--- src/rtl/mem_except_pkg.sv ---
// mem_except_pkg: shared opcodes, exception codes and FSM state type for the M-stage exception unit
package mem_except_pkg;
    localparam logic [5:0] OP_LB  = 6'h20;
    localparam logic [5:0] OP_LH  = 6'h21;
    localparam logic [5:0] OP_LW  = 6'h23;
    localparam logic [5:0] OP_LBU = 6'h24;
    localparam logic [5:0] OP_LHU = 6'h25;
    localparam logic [5:0] OP_SB  = 6'h28;
    localparam logic [5:0] OP_SH  = 6'h29;
    localparam logic [5:0] OP_SW  = 6'h2B;
    localparam logic [4:0] EXC_ADEL = 5'h04;
    localparam logic [4:0] EXC_ADES = 5'h05;
    typedef enum logic [1:0] {S_IDLE, S_PENDING, S_FLUSH} state_e;
endpackage

--- src/rtl/mem_except_unit_align_check.sv ---
// align_check: combinational load/store classifier and address fault detector
//   op_i         M-stage opcode
//   addr_lo_i    effective address bits [1:0]
//   addr_msb_i   effective address MSB (kernel segment)
//   user_mode_i  CPU in user mode
//   is_load_o / is_store_o  opcode direction
//   fault_o      memory op with misaligned (or, with ADDR_RANGE_CHECK_EN, privileged) address
module align_check
    import mem_except_pkg::*;
(
    input  logic [5:0] op_i,
    input  logic [1:0] addr_lo_i,
    input  logic       addr_msb_i,
    input  logic       user_mode_i,
    output logic       is_load_o,
    output logic       is_store_o,
    output logic       fault_o
);
    logic range_fault;
`ifdef ADDR_RANGE_CHECK_EN
    assign range_fault = user_mode_i & addr_msb_i;
`else
    logic unused_range;
    assign unused_range = user_mode_i & addr_msb_i;
    assign range_fault = 1'b0;
`endif
    logic half, word, misaligned;
    always_comb begin
        is_load_o  = op_i inside {OP_LB, OP_LBU, OP_LH, OP_LHU, OP_LW};
        is_store_o = op_i inside {OP_SB, OP_SH, OP_SW};
        half       = op_i inside {OP_LH, OP_LHU, OP_SH};
        word       = op_i inside {OP_LW, OP_SW};
        misaligned = (half & addr_lo_i[0]) | (word & |addr_lo_i);
        fault_o    = (is_load_o | is_store_o) & (misaligned | range_fault);
    end
endmodule

--- src/rtl/mem_except_unit.sv ---
// mem_except_unit: M-stage address exception unit with latched, handshaked CP0 request
//   clk, resetn (sync, active-low)
//   valid_i, stall_i, flush_i, opM, addr_i, pc_i, bd_i, user_mode_i : M-stage instruction
//   mem_en_o      data-memory enable, suppressed on fault in the same cycle
//   exc_req_o / exc_ack_i : request to CP0, held until accepted
//   excode_o, badvaddr_o, epc_o, bd_o : captured exception fields
//   pipe_flush_o  one-cycle pulse after ack
//   fault_cnt_o   saturating count of accepted faults
//   Optional macro ADDR_RANGE_CHECK_EN adds user-mode kernel-address faults.
module mem_except_unit
    import mem_except_pkg::*;
#(
    parameter int ADDR_W = 32,
    parameter int CNT_W  = 16
) (
    input  logic              clk,
    input  logic              resetn,
    input  logic              valid_i,
    input  logic              stall_i,
    input  logic              flush_i,
    input  logic [5:0]        opM,
    input  logic [ADDR_W-1:0] addr_i,
    input  logic [ADDR_W-1:0] pc_i,
    input  logic              bd_i,
    input  logic              user_mode_i,
    output logic              mem_en_o,
    output logic              exc_req_o,
    input  logic              exc_ack_i,
    output logic [4:0]        excode_o,
    output logic [ADDR_W-1:0] badvaddr_o,
    output logic [ADDR_W-1:0] epc_o,
    output logic              bd_o,
    output logic              pipe_flush_o,
    output logic [CNT_W-1:0]  fault_cnt_o
);
    logic is_load, is_store, raw_fault, fault, capture, count;
    state_e state_q, state_d;
    logic [4:0] excode_q, excode_d;
    logic [ADDR_W-1:0] badvaddr_q, badvaddr_d, epc_q, epc_d;
    logic bd_q, bd_d;
    logic [CNT_W-1:0] cnt_q, cnt_d;

    align_check u_align (
        .op_i       (opM),
        .addr_lo_i  (addr_i[1:0]),
        .addr_msb_i (addr_i[ADDR_W-1]),
        .user_mode_i(user_mode_i),
        .is_load_o  (is_load),
        .is_store_o (is_store),
        .fault_o    (raw_fault)
    );

    always_ff @(posedge clk) begin
        if (!resetn) begin
            state_q    <= S_IDLE;
            excode_q   <= '0;
            badvaddr_q <= '0;
            epc_q      <= '0;
            bd_q       <= 1'b0;
            cnt_q      <= '0;
        end else begin
            state_q    <= state_d;
            excode_q   <= excode_d;
            badvaddr_q <= badvaddr_d;
            epc_q      <= epc_d;
            bd_q       <= bd_d;
            cnt_q      <= cnt_d;
        end
    end

    // Fields are captured only on the IDLE->PENDING edge, so they stay stable while the request is held.
    always_comb begin
        fault      = valid_i & ~flush_i & raw_fault;
        capture    = (state_q == S_IDLE) & fault & ~stall_i;
        count      = (state_q == S_PENDING) & exc_ack_i;
        state_d    = (state_q == S_IDLE)    ? (capture   ? S_PENDING : S_IDLE)
                   : (state_q == S_PENDING) ? (exc_ack_i ? S_FLUSH   : S_PENDING)
                   : S_IDLE;
        excode_d   = capture ? (is_load ? EXC_ADEL : EXC_ADES) : excode_q;
        badvaddr_d = capture ? addr_i : badvaddr_q;
        epc_d      = capture ? pc_i : epc_q;
        bd_d       = capture ? bd_i : bd_q;
        cnt_d      = (count && cnt_q != '1) ? cnt_q + CNT_W'(1) : cnt_q;
    end

    always_comb begin
        mem_en_o     = resetn & valid_i & ~flush_i & (is_load | is_store) & ~fault & (state_q == S_IDLE);
        exc_req_o    = state_q == S_PENDING;
        pipe_flush_o = state_q == S_FLUSH;
        excode_o     = excode_q;
        badvaddr_o   = badvaddr_q;
        epc_o        = epc_q;
        bd_o         = bd_q;
        fault_cnt_o  = cnt_q;
    end
endmodule

--- config.mk ---
export PLATFORM = sky130hd
export DESIGN_NAME = mem_except_unit
export DESIGN_NICKNAME = d
export VERILOG_FILES = /design/src/rtl/mem_except_pkg.sv /design/src/rtl/mem_except_unit_align_check.sv /design/src/rtl/mem_except_unit.sv
export SDC_FILE = /design/constraint.sdc
export NUM_CORES = 1
export LEC_CHECK = 0
export BUFFER_PORTS_ARGS = -buffer_cell sky130_fd_sc_hd__buf_2
export CAP_MARGIN = 15
export CORE_UTILIZATION = 49
export DETAILED_ROUTE_END_ITERATION = 16
export PLACE_DENSITY = 0.8
export SETUP_SLACK_MARGIN = 0.3
export SYNTH_ARGS = -nofsm -noshare
export SYNTH_HDL_FRONTEND = slang
export SYNTH_SLANG_ARGS = --single-unit
--- constraint.sdc ---
create_clock -name clk -period 3.3 [get_ports clk]
set_clock_uncertainty 0.2 [all_clocks]
set_input_delay 0.66 -clock clk [delete_from_list [all_inputs] [get_ports clk]]
set_output_delay 0.66 -clock clk [all_outputs]
set_load 0.005 [all_outputs]
Word-level counts from Yosys, hierarchy flattened
Index checks and enable logic that the tools add are counted.
{"block": "totals", "register_bits": 88, "input_bits": 78, "wordCells": 48}
{"block": "op_classes", "addsub": 1, "n_eq_ne": 11, "mux": 5, "n_bitwise": 18, "reduce_logical": 7}
{"cell": "equality test 6 bit (second input constant)", "n": 8}
{"cell": "adder 16 x 1 -> 16 bit (second input constant)", "n": 1}
{"cell": "!= test 16 bit (second input constant)", "n": 1}
{"cell": "bitwise AND 1 bit", "n": 13}
{"cell": "2-to-1 mux 2 bit", "n": 3}
{"cell": "nonzero test 3 bit", "n": 2}
{"cell": "nonzero test 5 bit", "n": 1}
{"cell": "NOT 1 bit", "n": 3}
{"cell": "equality test 2 x 1 -> 1 bit (second input constant)", "n": 1}
{"cell": "equality test 2 bit (second input constant)", "n": 1}
{"cell": "zero test 2 bit", "n": 1}
{"cell": "2-to-1 mux 1 bit", "n": 2}
{"cell": "bitwise OR 1 bit", "n": 2}
{"cell": "nonzero test 2 bit", "n": 1}
{"cell": "OR reduction 2 bit", "n": 1}
{"cell": "logical AND 1 bit", "n": 1}

Logic depth before layout (Yosys ltp)
{"block": "depth", "depth_word": 10, "ltp_mapped": 7}

Cells and area by module
Synthesis repeated with hierarchy kept, for this count alone.
{"block": "unflattened", "hier_cells": 411, "hier_area_um2": 3344.5}
{"mod": "mem_except_unit", "instances": 1, "cells_per_inst": 401, "area_per_inst_um2": 3264.4, "seq_area_each_um2": 1701.6}
{"mod": "align_check", "instances": 1, "cells_per_inst": 10, "area_per_inst_um2": 80.1, "seq_area_each_um2": 0.0}

Worst setup path after synthesis
Ideal clock, no wire load.
{"block": "synth_timing", "kind": "input port to output port", "start": "input resetn", "end": "output mem_en_o", "arrival_ps": 1635, "setup_slack_ps": 805, "cell_stages": 4, "n_path_buf": 3, "cell_sequence": "clkbuf_1 > clkbuf_1 > clkbuf_1 > nor3b_1"}
{"block": "synth_via", "elab_chain_cells": 5}
{"item": "from (decl)", "line": "mem_except_unit.sv:17", "source": "input logic resetn,"}
{"item": "bitwise AND 1 bit (5 in a row)", "line": "mem_except_unit.sv:87", "source": "mem_en_o = resetn & valid_i & ~flush_i & (is_load | is_store) & ~fault & (state_q == S_IDLE);"}
{"item": "to (decl)", "line": "mem_except_unit.sv:26", "source": "output logic mem_en_o,"}
No other way between the ends.

Worst setup path in the final report
{"block": "layout_timing", "start": "input flush_i", "end": "output mem_en_o"}
{"block": "layout_via", "elab_chain_cells": 6, "elab_cells_between_ends": 8, "classes_between": "bitwise (8)"}
{"item": "from (decl)", "line": "mem_except_unit.sv:20", "source": "input logic flush_i,"}
{"item": "NOT 1 bit *", "line": "mem_except_unit.sv:73, mem_except_unit.sv:87"}
{"item": "bitwise AND 1 bit (2 in a row)", "line": "mem_except_unit.sv:73", "source": "fault = valid_i & ~flush_i & raw_fault;"}
{"item": "NOT 1 bit", "line": "mem_except_unit.sv:87"}
{"item": "bitwise AND 1 bit * (2 in a row)", "line": "mem_except_unit.sv:87"}
Every way passes the cells marked *; elsewhere a longest branch is shown, timed or not.

==> flow_metrics.env <==
export IMPL_crit_path_start_kind="input port"
export IMPL_antenna_found_initial=0
export IMPL_rsz0062_at_grt="no"
export IMPL_grt_max_degree=79
export IMPL_gp_congestion=0.815
export IMPL_min_path_type="reg -> reg"
export IMPL_ctsResizeCount=0
export IMPL_die_h_um=85.6
export IMPL_reg2reg_from="state_q[1]$_SDFF_PP0_"
export IMPL_ios=167
export IMPL_initial_core_util=0.507
export IMPL_p_per_area_mw_per_mm2=417
export IMPL_netlist_area_leader_share=0.497
export IMPL_reg2reg_slack_ns=1.03
export IMPL_cts_hold_buf=0
export IMPL_rows=30
export IMPL_drive_above_1_share=0.330
export IMPL_worstSkewPairLatency_ns=0.34
export IMPL_via_count=3317
export IMPL_wl_per_cell_um=12.5
export IMPL_clkTransAtPathRegs_ns=0.08
export IMPL_required_ns=2.44
export IMPL_crit_path_max_fanout=2
export IMPL_synth_area_per_cell_um2=8.22
export IMPL_clk_path_buf_depth=2
export IMPL_netlist_area_mm2=0.00343
export IMPL_outcome="complete, no violations"
export IMPL_setup_viol=0
export IMPL_firstDrtPassIters=4
export IMPL_synth_seq_area_share=0.497
export IMPL_htreeDepth=3
export IMPL_endpoint_kind="output pin"
export IMPL_drt_initial_drc_count=118
export IMPL_worst_slack_ns=0.739
export IMPL_fin_setup_tns_ns=0
export IMPL_finalInstanceArea_mm2=0.00441
export IMPL_syn_inst=417
export IMPL_grt_pass1_wl_um=13000
export IMPL_arrival_ns=1.70
export IMPL_portBuffers=162
export IMPL_seq_area_mm2=0.00170
export IMPL_leakagePower_nw=2.08
export IMPL_coreArea_mm2=0.00676
export IMPL_dp_slack_ns=0.625
export IMPL_place_area_mm2=0.00421
export IMPL_drc=0
export IMPL_nFillCells=627
export IMPL_ys_types=34
export IMPL_cts_buffers=9
export IMPL_ys_warn_count=0
export IMPL_wl_um=8030
export IMPL_r2r_end="epc_o[12]$_SDFFE_PN0P_"
export IMPL_finalMaxSlewViolations=0
export IMPL_gr_total_overflow=0
export IMPL_mostFrequentLayoutCells="buf_2, dfxtp_1, nand2_1"
export IMPL_irDropWorstVdd_uv=338
export IMPL_final_common_cell="buf_2"
export IMPL_fmax_mhz=390
export IMPL_power_total_mw=1.84
export IMPL_hold_violations=0
export IMPL_area_delta_synth_final_pct=28.6
export IMPL_synth_area_leader_cell="dfxtp_1"
export IMPL_clock_sinks=85
export IMPL_slew_headroom=0.626
export IMPL_period_needed_ns=2.56
export IMPL_finalCritPeriodShare=0.776
export IMPL_die_w_um=85.6
export IMPL_nNetsFinal=638
export IMPL_r2r_cells=6
export IMPL_die_area_mm2=0.00733
export IMPL_synth_area_top_cells="dfxtp_1, nand3_1, nand2_1"
export IMPL_grt_pass1_vias=2974
export IMPL_drv_cap=0
export IMPL_place_detailed_hpwl_um=5610
export IMPL_postRouteAntennaNets=0
export IMPL_cts_root_buf="clkbuf_8"
export IMPL_synth_seq_cells=85
export IMPL_vias_per_cell=5.15
export IMPL_tightest_slew_ns=0.556
export IMPL_path_class="in -> out"
export IMPL_diodes=0
export IMPL_cts_tree="yes"
export IMPL_multi_input_area_mm2=0.00155
export IMPL_post_cts_buffers=0
export IMPL_cp_startpoint="flush_i"
export IMPL_critPathCapture="mem_en_o"
export IMPL_track_usage=0.219
metal layers:
| metal | vias to the layer above | share of wire | track usage | routed length [um] |
|---|---|---|---|---|
| met3 | 13 | 0.074 | 0.0674 | 590 |
| met5 | - | 0 | 0 | 0 |
| li1 | 1689 | - | - | - |
| met2 | 109 | 0.49 | 0.391 | 3960 |
| met1 | 1506 | 0.42 | 0.252 | 3370 |
| met4 | 0 | 0.013 | 0.0667 | 108 |
critical path, stage by stage:
cell and delay [ns]:
buf_2 0.10, nor4b_2 0.31, o2111ai_1 0.26, nor3b_1 0.22
buf_2 0.15
cells in the mapped netlist (all sizes together):
cell type	count
conb	1
xor2	9
a211oi	3
ha	1
and3b	1
and2	10
nor3	1
o21ai	68
nand3	75
nor2	3
nor2b	5
a2bb2oi	1
nand2b	7
o21a	2
buf	13
mux2i	6
a21oi	3
nor4b	2
clkbuf	24
or2	1
inv	1
a21boi	1
nor3b	1
and3	4
nand2	83
nor4	2
dfxtp	85
nand4	3
o2111ai	1
per-stage QoR:
step	instances	hold slack (ns)	utilization
2_1_floorplan	419	0.245	-
3_3_place_gp	628	0.233	0.623
3_5_place_dp	628	0.240	0.623
4_1_cts	644	0.253	0.652
5_1_grt	644	0.264	0.652
6_report	644	0.249	0.652
report_power, final:
part	switching, mW	leakage (nW)	internal, mW	total, mW
clock	0.373	0.0918	0.352	0.725
combinational	0.0470	1.30	0.0394	0.0864
sequential	0.000237	0.684	1.02	1.03
total	0.420	2.08	1.42	1.84
flip-flops by register name, indices dropped and copies added, names as in the netlist:
name and flops:
badvaddr_o 32, epc_o 32, fault_cnt_o 16, excode_o 2, state_q 2, bd_o 1
final cells by class:
class	count	area share
Multi-Input combinational cell	296	0.351
Tap cell	80	0.0227
Timing Repair Buffer	166	0.194
Clock buffer	9	0.0281
Clock inverter	7	0.0170
Inverter	1	0.000852
Sequential cell	85	0.386
kinds of logic (layout without fill, tap and decap cells):
| group | Yosys count | in the layout | synth area share |
|---|---|---|---|
| muxes | 6 | 6 | 0.0175 |
| xor gates and xnor gates | 9 | 9 | 0.0230 |
| adders and majority gates | 1 | 1 | 0.00365 |
| AOI/OAI and AO/OA | 79 | 79 | 0.122 |
| other | 1 | 3 | 0.00109 |
| and+or+nand+nor | 198 | 198 | 0.281 |
| buffers and inverters | 38 | 183 | 0.0548 |
| DFF | 85 | 85 | 0.497 |
worst min path at each step:
stage	start	endpoint	slack, ns	cells past startpoint
global placement	epc_o[31]$_SDFFE_PN0P_	epc_o[31]$_SDFFE_PN0P_	0.23	2
detailed placement	excode_o[0]$_SDFFE_PN0P_	excode_o[0]$_SDFFE_PN0P_	0.24	2
global route	excode_o[0]$_SDFFE_PN0P_	excode_o[0]$_SDFFE_PN0P_	0.26	2
finish	epc_o[31]$_SDFFE_PN0P_	epc_o[31]$_SDFFE_PN0P_	0.25	2
floorplan	badvaddr_o[0]$_SDFFE_PN0P_	badvaddr_o[0]$_SDFFE_PN0P_	0.24	2
CTS	epc_o[31]$_SDFFE_PN0P_	epc_o[31]$_SDFFE_PN0P_	0.25	2
Note: power is estimated with default switching activity, not from simulation.
